File: src/rtl/ram_half_bank_ctrl.sv
// ram_half_bank_ctrl
//   Initiator-side controller for a data memory built from two 16-bit
//   half-word banks (upper bank = word bits 31:16, lower bank = 15:0).
//   Takes one CPU load/store at a time (byte, half or word), drives both
//   banks and returns extended load data. Byte order is big-endian: addr[1]=0
//   picks the upper bank, and within a half addr[0]=0 is bits 15:8.
//   Byte stores are done as read-modify-write on the selected bank.
//
// Ports
//   clk, rst_n          clock (rising edge), asynchronous active-low reset
//   i_req               request strobe, sampled only while o_ready=1
//   i_wr                1=store, 0=load
//   i_size              0=byte, 1=half, 2=word, 3=reserved (misaligned)
//   i_sext              load sign-extend (1) or zero-extend (0)
//   i_addr              byte address, ADDR_W+2 bits
//   i_wdata             store data (byte in [7:0], half in [15:0])
//   o_ready             controller idle
//   o_done              one-cycle completion pulse
//   o_err               misaligned/reserved flag, valid with o_done
//   o_rdata             load result, held until the next load completes
//   o_ram_addr          word address to both banks
//   o_ram_d_hi/_lo      write data per bank
//   o_ram_we            shared write enable
//   o_ram_sel_hi/_lo    bank selects
//   i_ram_q_hi/_lo      bank read data (asynchronous read)

module ram_half_bank_ctrl #(
    parameter int ADDR_W = 10
) (
    input  logic              clk,
    input  logic              rst_n,
    input  logic              i_req,
    input  logic              i_wr,
    input  logic [1:0]        i_size,
    input  logic              i_sext,
    input  logic [ADDR_W+1:0] i_addr,
    input  logic [31:0]       i_wdata,
    output logic              o_ready,
    output logic              o_done,
    output logic              o_err,
    output logic [31:0]       o_rdata,
    output logic [ADDR_W-1:0] o_ram_addr,
    output logic [15:0]       o_ram_d_hi,
    output logic [15:0]       o_ram_d_lo,
    output logic              o_ram_we,
    output logic              o_ram_sel_hi,
    output logic              o_ram_sel_lo,
    input  logic [15:0]       i_ram_q_hi,
    input  logic [15:0]       i_ram_q_lo
);

    typedef enum logic [2:0] {
        S_IDLE = 3'd0,
        S_RD   = 3'd1,
        S_RMW  = 3'd2,
        S_WR   = 3'd3,
        S_DONE = 3'd4
    } state_t;

    state_t             r_state;
    logic               r_sext;
    logic [1:0]         r_size;
    logic [ADDR_W+1:0]  r_addr;
    logic [31:0]        r_wdata;

    logic [15:0]        w_q_sel;
    logic [15:0]        w_merged;
    logic [31:0]        w_load;
    logic               w_misaligned;

    // Reserved size is always an error; half needs addr[0]=0, word needs addr[1:0]=0.
    function automatic logic f_misaligned(input logic [1:0] size, input logic [1:0] a);
        logic m;
        case (size)
            2'd0:    m = 1'b0;
            2'd1:    m = a[0];
            2'd2:    m = (a != 2'd0);
            default: m = 1'b1;
        endcase
        return m;
    endfunction

    // Replace one byte of a half-word; a0=0 addresses the high byte.
    function automatic logic [15:0] f_merge(input logic [15:0] half, input logic a0,
                                           input logic [7:0] b);
        logic [15:0] m;
        if (a0) begin
            m = {half[15:8], b};
        end else begin
            m = {b, half[7:0]};
        end
        return m;
    endfunction

    // Pick the addressed byte/half out of the two bank outputs and extend it.
    function automatic logic [31:0] f_extract(input logic [1:0] size, input logic sext,
                                             input logic [1:0] a, input logic [15:0] q_hi,
                                             input logic [15:0] q_lo);
        logic [15:0] h;
        logic [7:0]  b;
        logic [31:0] r;
        h = a[1] ? q_lo : q_hi;
        b = a[0] ? h[7:0] : h[15:8];
        case (size)
            2'd0:    r = {{24{sext & b[7]}}, b};
            2'd1:    r = {{16{sext & h[15]}}, h};
            default: r = {q_hi, q_lo};
        endcase
        return r;
    endfunction

    assign w_q_sel      = r_addr[1] ? i_ram_q_lo : i_ram_q_hi;
    assign w_merged     = f_merge(w_q_sel, r_addr[0], r_wdata[7:0]);
    assign w_load       = f_extract(r_size, r_sext, r_addr[1:0], i_ram_q_hi, i_ram_q_lo);
    assign w_misaligned = f_misaligned(i_size, i_addr[1:0]);

    // Access sequencer: state, latched request and all registered outputs.
    always_ff @(posedge clk or negedge rst_n) begin
        if (!rst_n) begin
            r_state      <= S_IDLE;
            r_sext       <= 1'b0;
            r_size       <= 2'd0;
            r_addr       <= '0;
            r_wdata      <= 32'd0;
            o_ready      <= 1'b1;
            o_done       <= 1'b0;
            o_err        <= 1'b0;
            o_rdata      <= 32'd0;
            o_ram_addr   <= '0;
            o_ram_d_hi   <= 16'd0;
            o_ram_d_lo   <= 16'd0;
            o_ram_we     <= 1'b0;
            o_ram_sel_hi <= 1'b0;
            o_ram_sel_lo <= 1'b0;
        end else begin
            case (r_state)
                S_IDLE: begin
                    if (i_req) begin
                        r_sext     <= i_sext;
                        r_size     <= i_size;
                        r_addr     <= i_addr;
                        r_wdata    <= i_wdata;
                        o_ready    <= 1'b0;
                        o_ram_addr <= i_addr[ADDR_W+1:2];
                        if (w_misaligned) begin
                            r_state <= S_DONE;
                            o_done  <= 1'b1;
                            o_err   <= 1'b1;
                        end else if (!i_wr) begin
                            r_state <= S_RD;
                        end else if (i_size == 2'd0) begin
                            r_state <= S_RMW;
                        end else begin
                            // Half/word store data is known now, so WR outputs
                            // are set on the accepting edge.
                            r_state  <= S_WR;
                            o_ram_we <= 1'b1;
                            if (i_size == 2'd2) begin
                                o_ram_sel_hi <= 1'b1;
                                o_ram_sel_lo <= 1'b1;
                                o_ram_d_hi   <= i_wdata[31:16];
                                o_ram_d_lo   <= i_wdata[15:0];
                            end else if (i_addr[1]) begin
                                o_ram_sel_lo <= 1'b1;
                                o_ram_d_lo   <= i_wdata[15:0];
                            end else begin
                                o_ram_sel_hi <= 1'b1;
                                o_ram_d_hi   <= i_wdata[15:0];
                            end
                        end
                    end else begin
                        r_state <= S_IDLE;
                    end
                end
                S_RD: begin
                    o_rdata <= w_load;
                    o_done  <= 1'b1;
                    o_err   <= 1'b0;
                    r_state <= S_DONE;
                end
                S_RMW: begin
                    // Merged half goes straight into the WR data register.
                    r_state  <= S_WR;
                    o_ram_we <= 1'b1;
                    if (r_addr[1]) begin
                        o_ram_sel_lo <= 1'b1;
                        o_ram_d_lo   <= w_merged;
                    end else begin
                        o_ram_sel_hi <= 1'b1;
                        o_ram_d_hi   <= w_merged;
                    end
                end
                S_WR: begin
                    o_ram_we     <= 1'b0;
                    o_ram_sel_hi <= 1'b0;
                    o_ram_sel_lo <= 1'b0;
                    o_ram_d_hi   <= 16'd0;
                    o_ram_d_lo   <= 16'd0;
                    o_done       <= 1'b1;
                    o_err        <= 1'b0;
                    r_state      <= S_DONE;
                end
                S_DONE: begin
                    o_done     <= 1'b0;
                    o_err      <= 1'b0;
                    o_ready    <= 1'b1;
                    o_ram_addr <= '0;
                    r_state    <= S_IDLE;
                end
                default: begin
                    r_state      <= S_IDLE;
                    o_ready      <= 1'b1;
                    o_done       <= 1'b0;
                    o_err        <= 1'b0;
                    o_ram_addr   <= '0;
                    o_ram_we     <= 1'b0;
                    o_ram_sel_hi <= 1'b0;
                    o_ram_sel_lo <= 1'b0;
                    o_ram_d_hi   <= 16'd0;
                    o_ram_d_lo   <= 16'd0;
                end
            endcase
        end
    end

endmodule

File: config.mk
export PLATFORM = sky130hd
export DESIGN_NAME = ram_half_bank_ctrl
export DESIGN_NICKNAME = d
export VERILOG_FILES = /design/src/rtl/ram_half_bank_ctrl.sv
export SDC_FILE = /design/constraint.sdc
export NUM_CORES = 1
export LEC_CHECK = 0
export CAP_MARGIN = 10
export CORE_MARGIN = 2
export CORE_UTILIZATION = 42
export CTS_BUF_LIST = sky130_fd_sc_hd__clkbuf_16
export DETAILED_ROUTE_END_ITERATION = 8
export GPL_TIMING_DRIVEN = 0
export PLACE_DENSITY = 0.76
export SYNTH_ARGS = -nofsm -noshare
export SYNTH_HDL_FRONTEND = slang
export SYNTH_SLANG_ARGS = --single-unit
File: constraint.sdc
create_clock -name clk -period 1.69 [get_ports clk]
set_input_delay 0.338 -clock clk [delete_from_list [all_inputs] [get_ports clk]]
set_output_delay 0.338 -clock clk [all_outputs]
set_load 0.02 [all_outputs]
Yosys cells after proc, flatten, opt, wreduce, memory -nomap -nowiden
Index checks and enable logic that the tools add are counted.
- bits in registers: 96
- bits of input ports: 83
- output and inout bits: 80
- logic and storage cells: 104
- eq/ne operators: 16
- multiplexer cells: 55
- bitwise gates (word level): 5
- reduce and logical (&&, ||, !) cells: 13
- operators by type and width (cell ; count):
    $mux W16 ; 16
    $pmux W16 S3 ; 2
    $pmux W32 S2 ; 1
    $mux W1 ; 22
    $pmux W10 S2 ; 1
    $pmux W1 S3 ; 5
    $ne A2 B2 Y1 const B ; 7
    $reduce_and A7 Y1 ; 2
    $mux W10 ; 1
    $pmux W3 S3 ; 1
    $mux W8 ; 1
    $eq A3 B2 Y1 const B ; 2
    $mux W3 ; 2
    $ne A3 B3 Y1 const B ; 2
    $reduce_and A5 Y1 ; 1
    $eq A2 B1 Y1 const B ; 2
    $logic_not A2 Y1 ; 2
    $pmux W1 S2 ; 2
    $reduce_and A2 Y1 ; 2
    $reduce_or A2 Y1 ; 2
    $eq A3 B1 Y1 const B ; 1
    $eq A3 B3 Y1 const B ; 1
    $logic_not A3 Y1 ; 1
    $not A1 Y1 ; 3
    other kinds (6) ; 7

Logic depth before layout (Yosys ltp)
- depth in word-level cells: 7
- depth in mapped cells: 7
- mapped depth without buffers: 4

Least setup slack after synthesis
No wires, ideal clock.
- path kind: flip-flop to flip-flop
- start point: register r_state[0]
- end point: register r_wdata[5]
- library setup time: 0.125 ns
- arrival time: 1.644 ns
- required time: 1.565 ns
- path slack: -0.079 ns
- stages on the path, launching flop included: 7
- buffers on the path: 3
- period minus slack after synthesis: 1.769 ns
- path through: dfrtp_1 > buf_2 > or2_2 > nor3b_1 > buf_4 > buf_4 > mux2_2
- cells in the longest elaborated chain, start to end: 2
- ends and longest elaborated chain (element ; RTL line ; RTL):
    start, declared ; 60 ; state_t r_state;
    start signal, assigned ; 120 ; r_state <= S_IDLE;
    start signal, assigned ; 146 ; r_state <= S_DONE;
    start signal, assigned ; 150 ; r_state <= S_RD;
    $logic_not A3 Y1 ; 136 ; case (r_state)
    $reduce_and A2 Y1 (no line) ; - ;
    end signal, assigned ; 142 ; r_wdata <= i_wdata;
    end, declared ; 64 ; logic [31:0] r_wdata;
Every way passes these cells.
A chain may end at the register's enable or synchronous reset.

Worst setup path after layout
- start point: input i_wr
- end point: register o_ram_d_lo[3]
- cells in the longest elaborated chain, start to end: 2
- ends and longest elaborated chain (element ; RTL line ; RTL):
    start, declared ; 33 ; input logic i_wr,
    $ne A2 B2 Y1 (no line) ; - ;
    $reduce_and A7 Y1 (no line) ; - ;
    end signal, assigned ; 162 ; o_ram_d_lo <= i_wdata[15:0];
    end signal, assigned ; 165 ; o_ram_d_lo <= i_wdata[15:0];
    end signal, assigned ; 187 ; o_ram_d_lo <= w_merged;
    end, declared ; 44 ; output logic [15:0] o_ram_d_lo,
Every way passes these cells.

==> flow_summary.yaml <==
hold_path:
  min_from: "i_addr[0]"
  holdPathStages: 3
  hp-class: "primary input to flop"
  whs_endpoint: "r_addr[0]"
synth:
  yosysMostFrequentCell: "dfrtp_1"
  synthArstFlopShare: 1.00
  syn_inst: 485
  synthFlopType: "dfrtp_1"
  yosysTopAreaCellShare: 0.464
  syn-cell-area_um2: 5130
  synth_area_leaders: "dfrtp_1 (46%), a22o_1 (7.5%), mux2i_1 (6.2%)"
  avgSynthCellArea_um2: 10.6
  synth_edf_count: 0
  yosysTopAreaCell: "dfrtp_1"
  yosysWarnings: 0
  synth_fp_nets: 568
  synth-seq-cells: 96
  synth-seq-area-share: 0.469
  ys_types: 49
  synth_common_cells: "dfrtp_1 (95), nor2_1 (57), a22o_1 (44), nand2_1 (34), mux2i_1 (32)"
power_and_ir_drop:
  p_comb_frac: 0.613
  netSwitchingPower_mw: 6.82
  p_leak_nw: 3.81
  clockPowerShare: 0.128
  powerDensity_nw_per_um2: 1980
  intPower_mw: 9.05
  sw_frac_of_total: 0.430
  power_frac_seq: 0.259
  ir_drop_v: 0.000820
drt:
  drtPass1Iterations: 5
  drtAntennaViolNets: 0
  drtIter0Drc: 350
  drc: 0
  num_vias: 5115
  avgRoutedWirePerCell_um: 21.9
  viasPerCell: 6.15
  routed_wl_um: 18200
timing:
  slew_headroom: 0.542
  tightest_slew_ns: 0.687
  slew_viol_final: 0
  rsz0062_at_grt: "true"
  final_hold_viol_count: 0
  layout_min_cycle_time_ns: 1.81
  post-route-period-util: 1.07
  fin_skew_ns: 0.00537
  max_freq_ghz: 0.552
  final-setup-viol-count: 44
  setup_ws_ns: -0.121
outcome:
  status: "finished, violations left"
  failed_checks: "setup timing"
global_route:
  grt_first_pass_wirelength_um: 28000
  antenna_found_initial: 0
  first_global_vias: 5231
  grt_max_degree: 74
  overflow: 0
  grt_usage: 0.275
worst_setup_path:
  crit_path_max_incr_delay_ns: 0.48
  r2r_cells: 6
  worstSetupPathType: "primary input to flop"
  path_cells: "clkdlybuf4s50_1 > nand3b_1 > o31ai_4 > nand3_4 > buf_12 > mux2_4"
  slowest_stage: "clkdlybuf4s50_1"
  reg2reg_setup_slack_ns: -0.11
  arrival_ns: 2.05
  critPathLaunch: "i_wr"
  cp.required_ns: 1.92
  r2r_end: "o_ram_d_lo[3]"
  regToRegStartpoint: "r_state[0]"
  startpoint_type: "primary input"
  end_kind: "flop"
  cp_max_fo: 7
place:
  place_hpwl_um: 12500
  port-buffer-count: 160
  dpl-instance-area_um2: 6970
  place.gp.congestion: 0.917
clock_network:
  cts_tree: "built"
  cts_inserted_buffers: 9
  clk_latency_ns: 0.34
  path_clk_slew_ns: 0.07
  cts_max_level: 3
  clockBufferDepth: 2
  root_buffer: "clkbuf_16"
  cts_sinks: 96
die:
  die_area_um2: 13100
  die_width_um: 114
  num_rows: 40
  initial_core_util: 0.429
  die_h_um: 114
  pin_count: 163
  coreArea_um2: 12000
flow_run:
  maxCapViolations: 0
finish:
  n_fill_cell: 885
  syn2layout_area_growth_pct: 56.1
  multi_input_area_um2: 2840
  finalNetCount: 763
  fin_util: 0.669
  drive_above_1_share: 0.234
  seqCellArea_um2: 2400
  n_antenna_cell: 0
  stdcell_area_um2: 8000
==> final cells by class <==
type / instances / share of cell area
Sequential cell: 96 / 0.300
Buffer: 36 / 0.0336
Inverter: 6 / 0.00344
Tap cell: 147 / 0.0230
Clock inverter: 7 / 0.00797
Clock buffer: 9 / 0.0281
Multi-Input combinational cell: 342 / 0.355
Timing Repair Buffer: 189 / 0.248
==> cell families (layout without fill, tap and decap cells) <==
kind of cell / after synthesis / in the layout / share of synthesized area
muxes: 65 / 65 / 0.153
DFF: 96 / 96 / 0.469
AOI/OAI and AO/OA: 157 / 157 / 0.228
xor gates and xnor gates: 1 / 1 / 0.00171
and+or+nand+nor: 119 / 119 / 0.104
buffers and inverters: 47 / 247 / 0.0447
==> worst max path at each step <==
stage                     end  cells after the start  slack [ns]
6_report        o_ram_d_lo[3]                      6       -0.12
5_1_grt         o_ram_d_lo[3]                      6       -0.15
4_1_cts         o_ram_d_lo[2]                      5       -0.13
3_5_place_dp     o_ram_sel_lo                      6       -0.74
3_3_place_gp    o_ram_addr[5]                      1       -3.15
2_1_floorplan  o_ram_d_lo[15]                      6       -0.06
==> power groups by stage <==
stage	Combinational [mW]	Sequential, mW	Clock (mW)
3_3_place_gp	8.03	4.02	0
5_1_grt	10.3	4.23	2.15
2_1_floorplan	4.02	4.97	0
4_1_cts	9.18	4.09	2.03
6_report	9.73	4.12	2.03
3_5_place_dp	8.23	4.07	0
==> critical path: cells and delay by family <==
kind | cells | cell delay [ns]
AOI/OAI and AO/OA | 1 | 0.42
and+or+nand+nor | 2 | 0.34
muxes | 1 | 0.29
buffers and inverters | 2 | 0.65
==> stage by stage <==
| step | cells | total power [mW] | hold WS, ns | TNS [ns] | worst slack (ns) |
|---|---|---|---|---|---|
| 2_1_floorplan | 485 | 8.99 | 0.0424 | -0.669 | -0.0552 |
| 5_1_grt | 832 | 16.7 | 0.364 | -5.24 | -0.151 |
| 3_3_place_gp | 792 | 12.0 | 0.467 | -329.33 | -3.15 |
| 6_report | 832 | 15.9 | 0.310 | -2.21 | -0.121 |
| 4_1_cts | 827 | 15.3 | 0.346 | -4.61 | -0.132 |
| 3_5_place_dp | 793 | 12.3 | 0.260 | -31.89 | -0.740 |
==> cell usage in the layout, fill, tap and decap left out, types with 14 or more instances in the layout <==
master           Yosys  routed
a21oi_1             31      29
nor2_1              57      54
buf_4                6      21
dlymetal6s2s_1       0      38
buf_6                1      14
nand2_1             34      33
clkdlybuf4s50_1      0     119
mux2_4               0      14
a22o_1              44      44
a221oi_2             0      15
mux2i_1             32      25
dfrtp_1             95      94
o21ai_0             23      22
==> repair_timing <==
| item | CTS | global route |
|---|---|---|
| hold endpoints to repair | 23 | 0 |
| hold buffers | 1 | 0 |
| setup endpoints to repair | 89 | 125 |
| resized for setup | 80 | 80 |
| cloned | 3 | 1 |
| pin swaps | 9 | 19 |
| buffers inserted | 17 | 6 |
==> registers in the layout, indices dropped and copies added (netlist names), 2 cells and up <==
name        cells
o_ram_addr     10
r_size          2
r_state         3
o_ram_d_hi     16
o_rdata        32
o_ram_d_lo     16
r_wdata         8
r_addr          2
==> metal layers <==
layer,vias to the layer above,wire length [um],global-route usage,share of wire
met3,41,1460,0.0535,0.080
met4,0,585,0.128,0.032
met5,-,0,0,0
met2,288,8920,0.442,0.49
met1,2570,7230,0.359,0.40
li1,2216,-,-,-
No activity file was read; power rests on OpenSTA's default activity.
